`src/rtl/if_id_queue.sv`:
```
// IF/ID decoupling queue: a small circular buffer between fetch and decode.
// Fetch pushes (pc, instr) pairs; decode pops them in order. A flush discards
// every held entry on a branch redirect. The head entry is flagged illegal when
// its low two bits do not mark a 32-bit encoding.
// Optional feature: define IF_ID_BYPASS_EN to let an entry arriving at an empty
// queue appear at the output in the same cycle (and skip storage when consumed).
module if_id_queue #(
  parameter int DEPTH = 2,
  parameter int XLEN  = 32
) (
  input  logic                       clk,
  input  logic                       rst,
  input  logic                       in_valid,
  output logic                       in_ready,
  input  logic [XLEN-1:0]            in_pc,
  input  logic [XLEN-1:0]            in_instr,
  input  logic                       flush,
  output logic                       out_valid,
  input  logic                       out_ready,
  output logic [XLEN-1:0]            out_pc,
  output logic [XLEN-1:0]            out_instr,
  output logic                       out_illegal,
  output logic [$clog2(DEPTH):0]     count
);

  localparam int PW = $clog2(DEPTH);
  localparam int CW = $clog2(DEPTH) + 1;
  localparam logic [CW-1:0]   FULL_CNT = CW'(DEPTH);
  localparam logic [XLEN-1:0] NOP      = XLEN'(32'h0000_0013);

  // Entry storage is never reset; only the pointers and occupancy are.
  logic [XLEN-1:0] pc_mem    [DEPTH];
  logic [XLEN-1:0] instr_mem [DEPTH];

  logic [PW-1:0] rd_ptr;
  logic [PW-1:0] wr_ptr;
  logic [CW-1:0] cnt;

  logic head_vld;
  logic push;
  logic pop;
  logic store;

  // A 32-bit RISC-V encoding has both low bits set; anything else is rejected.
  function automatic logic is_illegal(input logic [XLEN-1:0] word);
    return word[1:0] != 2'b11;
  endfunction

  assign count    = cnt;
  assign head_vld = (cnt != '0);
  // in_ready depends only on occupancy and reset, never on out_ready.
  assign in_ready = (cnt < FULL_CNT) && !rst;
  assign push     = in_valid && in_ready;
  assign pop      = head_vld && out_ready;

`ifdef IF_ID_BYPASS_EN
  logic byp;
  assign byp   = !head_vld && in_valid && !flush && !rst;
  // A bypassed entry taken by decode in the same cycle never enters storage.
  assign store = push && !(byp && out_ready);
`else
  assign store = push;
`endif

  // Head presentation: stored entry, optional bypass, otherwise a NOP bubble.
  always_comb begin
    out_valid = head_vld;
    out_pc    = '0;
    out_instr = NOP;
    if (head_vld) begin
      out_pc    = pc_mem[rd_ptr];
      out_instr = instr_mem[rd_ptr];
    end
`ifdef IF_ID_BYPASS_EN
    else if (byp) begin
      out_valid = 1'b1;
      out_pc    = in_pc;
      out_instr = in_instr;
    end
`endif
    out_illegal = out_valid && is_illegal(out_instr);
  end

  // Pointer and occupancy control: reset beats flush, flush beats push/pop.
  always_ff @(posedge clk) begin
    if (rst) begin
      rd_ptr <= '0;
      wr_ptr <= '0;
      cnt    <= '0;
    end else if (flush) begin
      rd_ptr <= '0;
      wr_ptr <= '0;
      cnt    <= '0;
    end else begin
      if (store) wr_ptr <= wr_ptr + PW'(1);
      if (pop)   rd_ptr <= rd_ptr + PW'(1);
      case ({store, pop})
        2'b10:   cnt <= cnt + CW'(1);
        2'b01:   cnt <= cnt - CW'(1);
        default: cnt <= cnt;
      endcase
    end
  end

  // Entry write: data path only, discarded when a flush wins the cycle.
  always_ff @(posedge clk) begin
    if (store && !flush) begin
      pc_mem[wr_ptr]    <= in_pc;
      instr_mem[wr_ptr] <= in_instr;
    end
  end

endmodule

```
`config.mk`:
```
export PLATFORM = sky130hd
export DESIGN_NAME = if_id_queue
export DESIGN_NICKNAME = d
export VERILOG_FILES = /design/src/rtl/if_id_queue.sv
export SDC_FILE = /design/constraint.sdc
export NUM_CORES = 1
export LEC_CHECK = 0
export CAP_MARGIN = 25
export CORE_ASPECT_RATIO = 1.25
export CORE_UTILIZATION = 35
export CTS_CLUSTER_DIAMETER = 150
export DETAILED_ROUTE_END_ITERATION = 12
export GPL_TIMING_DRIVEN = 1
export HOLD_SLACK_MARGIN = 0.15
export PLACE_DENSITY = 0.68
export SLEW_MARGIN = 40
export SYNTH_ARGS = -nofsm -noshare
export SYNTH_HDL_FRONTEND = slang
export SYNTH_SLANG_ARGS = --single-unit
```
`constraint.sdc`:
```
create_clock -name clk -period 7.03 [get_ports clk]
set_clock_uncertainty 0.1 [all_clocks]
set_input_delay 0.703 -clock clk [delete_from_list [all_inputs] [get_ports clk]]
set_output_delay 0.703 -clock clk [all_outputs]
set_load 0.02 [all_outputs]
```
Word-level counts from Yosys, hierarchy flattened
Memories as Yosys holds them, arrays and structs flattened. A register that Yosys moved wholly into a read port is not among the register bits.
Cells that the tools add are included.
Widths: inputs -> output; s select.
- reduce and logical (&&, ||, !) cells: 10
- add/sub/neg operators: 4
- multiplexer cells: 9
- eq/ne operators: 3
- order comparisons: 1
- operators by type and width (kind ; number):
    $mux 32 ; 2
    $mux 1 ; 6
    $logic_and 1x1->1 ; 5
    $pmux 2 s2 ; 1
    $reduce_bool 2->1 ; 2
    $add 1x1->1 const B ; 2
    $add 2x1->2 const B ; 1
    $eq 2x1->1 const B ; 1
    $eq 2x2->1 const B ; 1
    $logic_not 1->1 ; 2
    $lt 2x2->1 const B ; 1
    $ne 2x2->1 const B ; 1
    $reduce_or 2->1 ; 1
    $sub 2x1->2 const B ; 1
- RAM bits: 128
- register bits after elaboration: 4
- logic and storage cells: 32
- memories kept: 2
- memories (memory ; words ; bits a word ; rd ports ; clocked after Yosys merged registers in ; write ports ; RTL line ; RTL):
    instr_mem ; 2 ; 32 ; 1 ; 1 ; 1 ; 33 ; logic [XLEN-1:0] instr_mem [DEPTH];
    pc_mem ; 2 ; 32 ; 1 ; 1 ; 1 ; 32 ; logic [XLEN-1:0] pc_mem [DEPTH];

Longest topological paths before layout
Gate-level depths: netlist (run 1).
- depth in word-level cells: 6
- mapped depth: 6

Least setup slack after synthesis (run 1)
OpenSTA, ideal clock, no wires.
- path type: input port to flip-flop
- start point: input rst
- end point: memory instr_mem[1][0], enable pin
- setup slack: 0.458 ns
- cell stages on the path: 3
- setup time: 0.579 ns
- buffers on the path: 0
- data arrival time: 5.893 ns
- path through: nor2_1 > nand2_1 > nor3b_1
- cells in the longest elaborated chain, start to end: 6
- ends and longest elaborated chain (element ; RTL line ; RTL):
    start: declaration ; 12 ; input logic rst,
    $logic_not 1->1 ; 52 ; assign in_ready = (cnt < FULL_CNT) && !rst;
    $logic_and 1x1->1 ; 52 ;
    $logic_and 1x1->1 ; 53 ; assign push = in_valid && in_ready;
    $logic_and 1x1->1 ; 107 ; if (store && !flush) begin
    $mux 1 ; 107 ;
    $mux 1 (implied by the code) ; 109 ; instr_mem[wr_ptr] <= in_instr;
    end: declaration ; 33 ;
No other way between the ends.

Worst setup path in the final report (run 1)
- start point: register cnt[1], in the netlist count[1]
- end point: output out_pc[8]
- cells in the longest elaborated chain, start to end: 2
- ends and longest elaborated chain (element ; RTL line ; RTL):
    start: declaration ; 37 ; logic [CW-1:0] cnt;
    start signal: assignment ; 98 ; 2'b10: cnt <= cnt + CW'(1);
    start signal: assignment ; 99 ; 2'b01: cnt <= cnt - CW'(1);
    start signal: assignment ; 100 ; default: cnt <= cnt;
    $reduce_bool 2->1 ; 50 ; assign head_vld = (cnt != '0);
    $mux 32 ; 70 ; if (head_vld) begin
    end: declaration ; 20 ; output logic [XLEN-1:0] out_pc,
No other way between the ends.

==> run summary, run 1 <==
Status: completed
Avg Inst Size Synth: 16.9 um^2
CP max FO: 41
CTS tree: built
CP required: 6230 ps
Postcts setup bufs: 0
Antenna violations before repair: 0
Core box area: 13,900 um^2
Clock sinks: 133
Syn nets: 369
VDD IR max: 0.000168 V
Synth Instances: 299
Final hold violations: 0
Crit path DAT: 2510 ps
DIE AREA: 14,900 um^2
Die Span Y: 136 um
DRT Wirelength: 10.1 mm
TNS Setup: 0 ps
Vias per cell: 4.66
Hold Slack: 476 ps
Ys flop type: edfxtp_1
Least-Margin Pin Slew: 560 ps
Post_cts resized: 0
First-pass GRT wire length: 15.4 mm
Final-stage net count: 518
Netlist cell types: 19
Final setup viols: 0
Largest net degree at the start of global routing: 42
Grt ovf: 0
Number of DRC markers in iteration 0: 80
Post-route minimum period: 3310 ps
Number of synthesized register bits: 133
EDFF count, synth: 128
Post-DP HPWL: 6.57 mm
RSZ-0062 raised after global routing: no
Vias in the first global route: 3,188
Port Buffers: 137
Ratio of cells with drive above 1 in the final layout: 8.70%
Yosys top cell by area: edfxtp_1
Cts bufs inserted: 17
Async set or reset register ratio after synthesis: 0%
Clk slew on worst S/H paths: 60 ps
Worst skew pair latency: 400 ps
LEAKAGE: 0.00230 uW
Via count: 2,961
Die width: 109 um
Placer Congestion: 0.695
Syn. warnings: 0
H-tree depth: 4
Seq/Total Area, Yosys: 78.1%
Drt first pass iters: 4
GRT Util Overall: 14.1%
Slew Viols, Final: 0
Yosys top cell area share: 76.2%
Part of the cycle the worst path needs: 47.1%
Area contributors post-synth: edfxtp_1 (76%), mux2i_1 (13%), nor2_1 (4.8%)
Total I/O pin count: 138
Root buffer cell: clkbuf_16
Clock Path Buffers: 2
Worst slew margin: 62.6%
Ant. Diodes: 0
Max frequency: 0.302 GHz
Max cap viols: 0
Crit. End Element: output port
Routed Antenna Nets: 0
FP Rows: 48
Crit start category: register
DRC: 0
Hold WC Path Type: reg -> reg
Synth top cells by count: edfxtp_1 (128), mux2i_1 (64), nor2_1 (64)
Critical setup path kind: reg -> out
Post-CTS Hold Buffers: 0
Post-Syn Area: 5050 um^2
Starting Density: 36.2%
Pwr/cell area: 257 nW/um^2
Area grow syn2layout: 43.1%
Most common cell in the netlist: edfxtp_1
Post-DR wirelength/cell: 15.8 um
## path summary, 6_finish.rpt
check,startpoint,endpoint,slack (ps),cells past startpoint
worst max register to register,count[1],count[1],5140,5
worst min register to register,rd_ptr,register,480,2
worst min-delay path,rd_ptr,register,480,2
worst max-delay path,count[1],out_pc[8],3720,4
## report_power, final
group	internal, uW	switching [uW]
combinational	68.9	60.8
clock	517	320
sequential	886	4.90
## cell usage in the layout (no fill, tap or decap), types with 2 or more instances in the layout
| master | n |
|---|---|
| nand2_1 | 5 |
| nor3_1 | 4 |
| xor2_1 | 2 |
| clkinv_4 | 5 |
| buf_4 | 5 |
| clkinv_2 | 4 |
| xnor2_1 | 2 |
| inv_1 | 2 |
| dfxtp_1 | 4 |
| clkinv_1 | 2 |
| o21ai_0 | 2 |
| nor2_1 | 63 |
| edfxtp_1 | 128 |
| buf_12 | 2 |
| mux2i_1 | 64 |
| clkdlybuf4s50_1 | 137 |
| bufinv_16 | 2 |
| clkbuf_16 | 17 |
## state kept, by name, indices dropped and copies added (netlist names), named ones only
register and count:
count 2, pc_mem 64, instr_mem 64, rd_ptr 1, wr_ptr 1
## kinds of logic (layout without fill, tap and decap cells)
family                   Yosys count  count (layout)  synth area share, %
multiplexers                      64              64                 12.7
AND/OR/NAND/NOR                   77              77                 6.02
XOR/XNOR                           4               4                0.694
adder cells (fa/ha/maj)            1               1                0.248
buffers and inverters             16             177                 1.69
flip-flops                       133             133                 78.1
AO/OA/AOI/OAI                      4               4                0.521
## layout make-up
class | count | area (um^2)
fillers | 1205 | 6710
clock inverters | 14 | 139
inverters | 2 | 7.51
well taps | 175 | 219
clock buffers | 17 | 425
multi-input cells | 150 | 1040
repair buffers | 144 | 1450
flip-flops and latches | 133 | 3950
## critical path: stages, from the launching register on
cell             delay, ps
dfxtp_1                390
nor2_4                 490
buf_4                  500
nor2_1                 150
clkdlybuf4s50_1        560
## routing by layer
| layer | vias up | part of all wire, % | global-route usage [%] |
|---|---|---|---|
| met5 | - | 0 | 0 |
| met4 | 0 | 1.3 | 5.33 |
| met3 | 10 | 5.4 | 4.70 |
| met2 | 97 | 53 | 25.3 |
| met1 | 1445 | 40 | 15.2 |
| li1 | 1409 | - | - |
## per-stage QoR
step | area (um^2) | std cells | worst slack, ps | utilization (%) | power, uW
floorplan | 5050 | 299 | 458 | - | 958
finish | 7220 | 635 | 3720 | 51.8 | 1860
global placement | 6620 | 602 | 4030 | 47.5 | 1040
global route | 7220 | 635 | 3530 | 51.8 | 1920
detailed placement | 6660 | 604 | 4110 | 47.8 | 1040
CTS | 7220 | 635 | 3660 | 51.8 | 1880
Power figures use the tool's default switching activity.
==> run 2: changes to the inputs <==
==> constraint.sdc (replaced) <==
create_clock -name clk -period 3.44 [get_ports clk]
set_clock_uncertainty 0.1 [all_clocks]
set_input_delay 0.344 -clock clk [delete_from_list [all_inputs] [get_ports clk]]
set_output_delay 0.344 -clock clk [all_outputs]
set_load 0.02 [all_outputs]
==> run summary, run 2 (synthesized netlist as in run 1, its figures left out) <==
TNS Setup: 0 ps
Clock sinks: 133
Total I/O pin count: 138
Crit. End Element: output port
Placed cells: 605
Ratio of cells with drive above 1 in the final layout: 9.52%
Max cap viols: 0
Origin of the critical flop-to-flop path: count[1]
Via count: 2,925
Post-DP HPWL: 6.60 mm
Final setup viols: 0
Switching Share: 20.7%
Starting Density: 36.2%
Reg-to-reg setup timing slack: 1470 ps
Postcts setup bufs: 0
Post-CTS Hold Buffers: 0
RSZ-0062 raised after global routing: no
Pwr/cell area: 536 nW/um^2
Crit path DAT: 2370 ps
Gate power share: 6.9%
VDD IR max: 0.000290 V
Root buffer cell: clkbuf_16
Drt first pass iters: 4
Most frequent cells in the layout: clkdlybuf4s50_1 (137), edfxtp_1 (128), mux2i_1 (64), nor2_1 (63), clkbuf_16 (17)
Hold WC Path Type: in -> reg
Net switching power: 809 uW
Worst slew margin: 60.5%
Largest net degree at the start of global routing: 36
Die width: 109 um
Part of the cycle the worst path needs: 81.9%
Post-route minimum period: 2820 ps
DRT Wirelength: 9.97 mm
CTS tree: built
GRT Util Overall: 13.9%
Hold Slack: 418 ps
Area grow syn2layout: 44.4%
LEAKAGE: 0.00232 uW
CP max FO: 31
First-pass GRT wire length: 15.2 mm
Routed Antenna Nets: 0
Number of DRC markers in iteration 0: 74
Final Non-Filler Cells: 637
CP required: 3000 ps
Vias per cell: 4.59
R2R Path End: instr_mem[0][6]
Slew Viols, Final: 0
CP endpoint: out_instr[6]
Flop pwr share: 46.7%
Most common cell after layout, fill and taps aside: clkdlybuf4s50_1
Antenna violations before repair: 0
Worst skew pair latency: 400 ps
Max frequency: 0.355 GHz
Status: completed
FP Rows: 48
Post_cts resized: 0
Final-stage net count: 519
Final hold violations: 0
H-tree depth: 4
Clk pwr share: 46.5%
Reg2Reg Depth: 4
Die Span Y: 136 um
DRC: 0
Clock Path Buffers: 2
Cts bufs inserted: 17
DIE AREA: 14,900 um^2
Ant. Diodes: 0
Placer Congestion: 0.842
P_int: 3100 uW
Least-Margin Pin Slew: 591 ps
Clk slew on worst S/H paths: 60 ps
Port Buffers: 137
Grt ovf: 0
Crit start category: register
Post-DR wirelength/cell: 15.6 um
Critical setup path kind: reg -> out
Core box area: 13,900 um^2
Vias in the first global route: 3,100
==> run 2: final cells by class <==
| cell class | count | area, um^2 |
|---|---|---|
| Clock buffer | 17 | 425 |
| Timing Repair Buffer | 145 | 1460 |
| Sequential cell | 133 | 3950 |
| Inverter | 2 | 7.51 |
| Multi-Input combinational cell | 150 | 1050 |
| Fill cell | 1217 | 6650 |
| Clock inverter | 15 | 183 |
| Tap cell | 175 | 219 |
==> run 2: critical path: stages, from the launching register on <==
cell,delay [ps]
dfxtp_4,700
buf_4,360
mux2i_1,250
nor2_1,70
clkdlybuf4s50_1,560
==> run 2: power by group through the flow <==
stage / combinational (uW) / sequential (uW) / clock, uW
after floorplan: 103 / 1850 / 0
after global placement: 266 / 1850 / 0
after detailed placement: 270 / 1860 / 0
after CTS: 272 / 1820 / 1860
after global routing: 286 / 1820 / 1910
final: 268 / 1820 / 1820
==> run 2: how the worst min path moves through the flow <==
stage | endpoint | cells past startpoint | startpoint | slack, ps
floorplan | count[1] | 1 | flush | 320
CTS | instr_mem[0][25] | 1 | in_instr[25] | 400
detailed placement | rd_ptr | 2 | rd_ptr | 470
finish | instr_mem[0][25] | 1 | in_instr[25] | 420
global placement | rd_ptr | 2 | rd_ptr | 450
global route | instr_mem[0][18] | 1 | in_instr[18] | 410
==> run 2: metal layers <==
layer	track usage, %	routed length, um	part of all wire, %
met1	15.6	3940	40
met2	23.8	5140	52
met3	4.46	656	6.6
met4	6.67	227	2.3
met5	0	0	0
==> run 2: metrics by stage <==
| stage | instance area, um^2 | total power [uW] | setup WS [ps] | utilization, % |
|---|---|---|---|---|
| after floorplan | 5070 | 1960 | 221 | - |
| after global placement | 6680 | 2120 | 1030 | 47.9 |
| after detailed placement | 6680 | 2130 | 964 | 47.9 |
| after CTS | 7290 | 3950 | 553 | 52.3 |
| after global routing | 7290 | 4020 | 497 | 52.3 |
| final | 7290 | 3900 | 623 | 52.3 |
==> run 3: changes to the inputs <==
--- a/config.mk
+++ b/config.mk
@@ -12,7 +12,7 @@
 export DETAILED_ROUTE_END_ITERATION = 12
 export GPL_TIMING_DRIVEN = 1
 export HOLD_SLACK_MARGIN = 0.15
-export PLACE_DENSITY = 0.68
+export PLACE_DENSITY = 0.71
 export SLEW_MARGIN = 40
 export SYNTH_ARGS = -nofsm -noshare
 export SYNTH_HDL_FRONTEND = slang
==> constraint.sdc (replaced) <==
create_clock -name clk -period 2.3 [get_ports clk]
set_clock_uncertainty 0.1 [all_clocks]
set_input_delay 0.23 -clock clk [delete_from_list [all_inputs] [get_ports clk]]
set_output_delay 0.23 -clock clk [all_outputs]
set_load 0.02 [all_outputs]
==> run summary, run 3 (synthesized netlist as in run 1, its figures left out) <==
Number of DRC markers in iteration 0: 86
Crit. End Element: output port
Hold WC Path Type: in -> reg
Clock Path Buffers: 2
Area grow syn2layout: 48.5%
Placed cells: 606
Placement Cell Area: 6770 um^2
Final setup viols: 0
Die Span Y: 136 um
Starting Density: 36.2%
DRC: 0
GRT Util Overall: 14.1%
CP endpoint: out_illegal
Root buffer cell: clkbuf_16
Crit start category: register
Worst skew pair latency: 400 ps
Grt ovf: 0
Post-DR wirelength/cell: 15.8 um
Origin of the critical flop-to-flop path: count[1]
R2R Path End: count[1]
Largest net degree at the start of global routing: 38
Total I/O pin count: 138
Critical setup path kind: reg -> out
Final hold violations: 0
Max frequency: 0.448 GHz
Die width: 109 um
DRT Wirelength: 10.2 mm
Ant. Diodes: 0
Post-DP HPWL: 6.53 mm
Ratio of cells with drive above 1 in the final layout: 11.1%
Crit path DAT: 1900 ps
Clk slew on worst S/H paths: 60 ps
Part of the cycle the worst path needs: 97.1%
CTS tree: built
Least-Margin Pin Slew: 368 ps
Vias per cell: 4.60
Post-CTS Hold Buffers: 0
Status: completed
Drt first pass iters: 4
Antenna violations before repair: 0
VDD IR max: 0.000432 V
CP max FO: 9
H-tree depth: 4
Core box area: 13,900 um^2
Placer Congestion: 0.762
Max cap viols: 0
LEAKAGE: 0.00311 uW
Most common cell after layout, fill and taps aside: edfxtp_1
Fillers: 1,151
Routed Antenna Nets: 0
Final-stage net count: 526
Cts bufs inserted: 17
Vias in the first global route: 3,039
DIE AREA: 14,900 um^2
Port Buffers: 137
Reg-to-reg setup timing slack: 390 ps
Final Non-Filler Cells: 644
Via count: 2,962
Clock sinks: 133
Most frequent cells in the layout: edfxtp_1 (128), clkdlybuf4s50_1 (90), mux2i_1 (64), nor2_1 (62), dlymetal6s2s_1 (39)
First-pass GRT wire length: 15.4 mm
Slew Viols, Final: 0
FP Rows: 48
CP required: 1970 ps
Worst slew margin: 75.4%
Pwr/cell area: 743 nW/um^2
Post-route minimum period: 2230 ps
Design area: 7500 um^2
Reg2Reg Depth: 5
[run 3: cell types whose count changed in the layout (fill, tap and decap cells not counted), sizes merged]
cell and delta:
dlymetal6s2s +39, bufinv -2, clkbuf +1, clkinvlp +1, buf +6, bufbuf +1
dlygate4sd2 +8, clkdlybuf4s50 -47
[run 3: cell type report]
class | instances | area [um^2] | area share, %
tap | 175 | 219 | 2.92
sequential | 133 | 3950 | 52.7
inverter | 2 | 7.51 | 0.100
clock inverter | 14 | 113 | 1.50
clock buffer | 18 | 429 | 5.73
timing repair buffer | 152 | 1710 | 22.8
multi-input combinational | 150 | 1060 | 14.2
[run 3: worst min-delay path by stage]
| stage | startpoint | end | depth (start not counted) |
|---|---|---|---|
| floorplan | flush | count[1] | 1 |
| global placement | count[1] | count[1] | 2 |
| detailed placement | rd_ptr | rd_ptr | 2 |
| CTS | in_instr[17] | instr_mem[0][17] | 1 |
| global route | in_instr[19] | instr_mem[0][19] | 1 |
| finish | in_instr[17] | instr_mem[0][17] | 1 |
[run 3: layer usage]
metal / vias up / wire length [um] / GRT usage, %
li1: 1426 / - / -
met2: 99 / 5280 / 23.9
met5: - / 0 / 0
met3: 9 / 486 / 4.27
met1: 1428 / 4280 / 16.8
met4: 0 / 126 / 5.11
[run 3: worst max-delay path, cell delays in order (launching register included)]
cell and delay (ps):
dfxtp_4 390, buf_12 140, nor2_1 50, a311oi_1 240, clkdlybuf4s50_1 670
[run 3: through the flow]
step | setup TNS, ps | total power (uW) | setup WS, ps | util, % | hold WS (ps)
4_1_cts | 0 | 5640 | 1.87 | 53.0 | 291
3_5_place_dp | 0 | 3190 | 74.8 | 48.6 | 442
5_1_grt | -8.96 | 5770 | -7.06 | 53.8 | 294
2_1_floorplan | -62350 | 2930 | -567 | - | 193
6_report | 0 | 5570 | 65.7 | 53.8 | 311
3_3_place_gp | 0 | 3180 | 176 | 48.6 | 451
[run 3: timing repair]
action | 4_1_cts | 5_1_grt
setup endpoints to repair | 54 | 51
pin swaps | 1 | 1
gates cloned | 1 | 0
gates resized for setup | 11 | 39
setup buffers | 3 | 2
[run 3: report_power, final]
group	total, uW	switching, uW	internal, uW
Sequential	2720	13.9	2710
Combinational	417	195	221
Clock	2430	961	1470
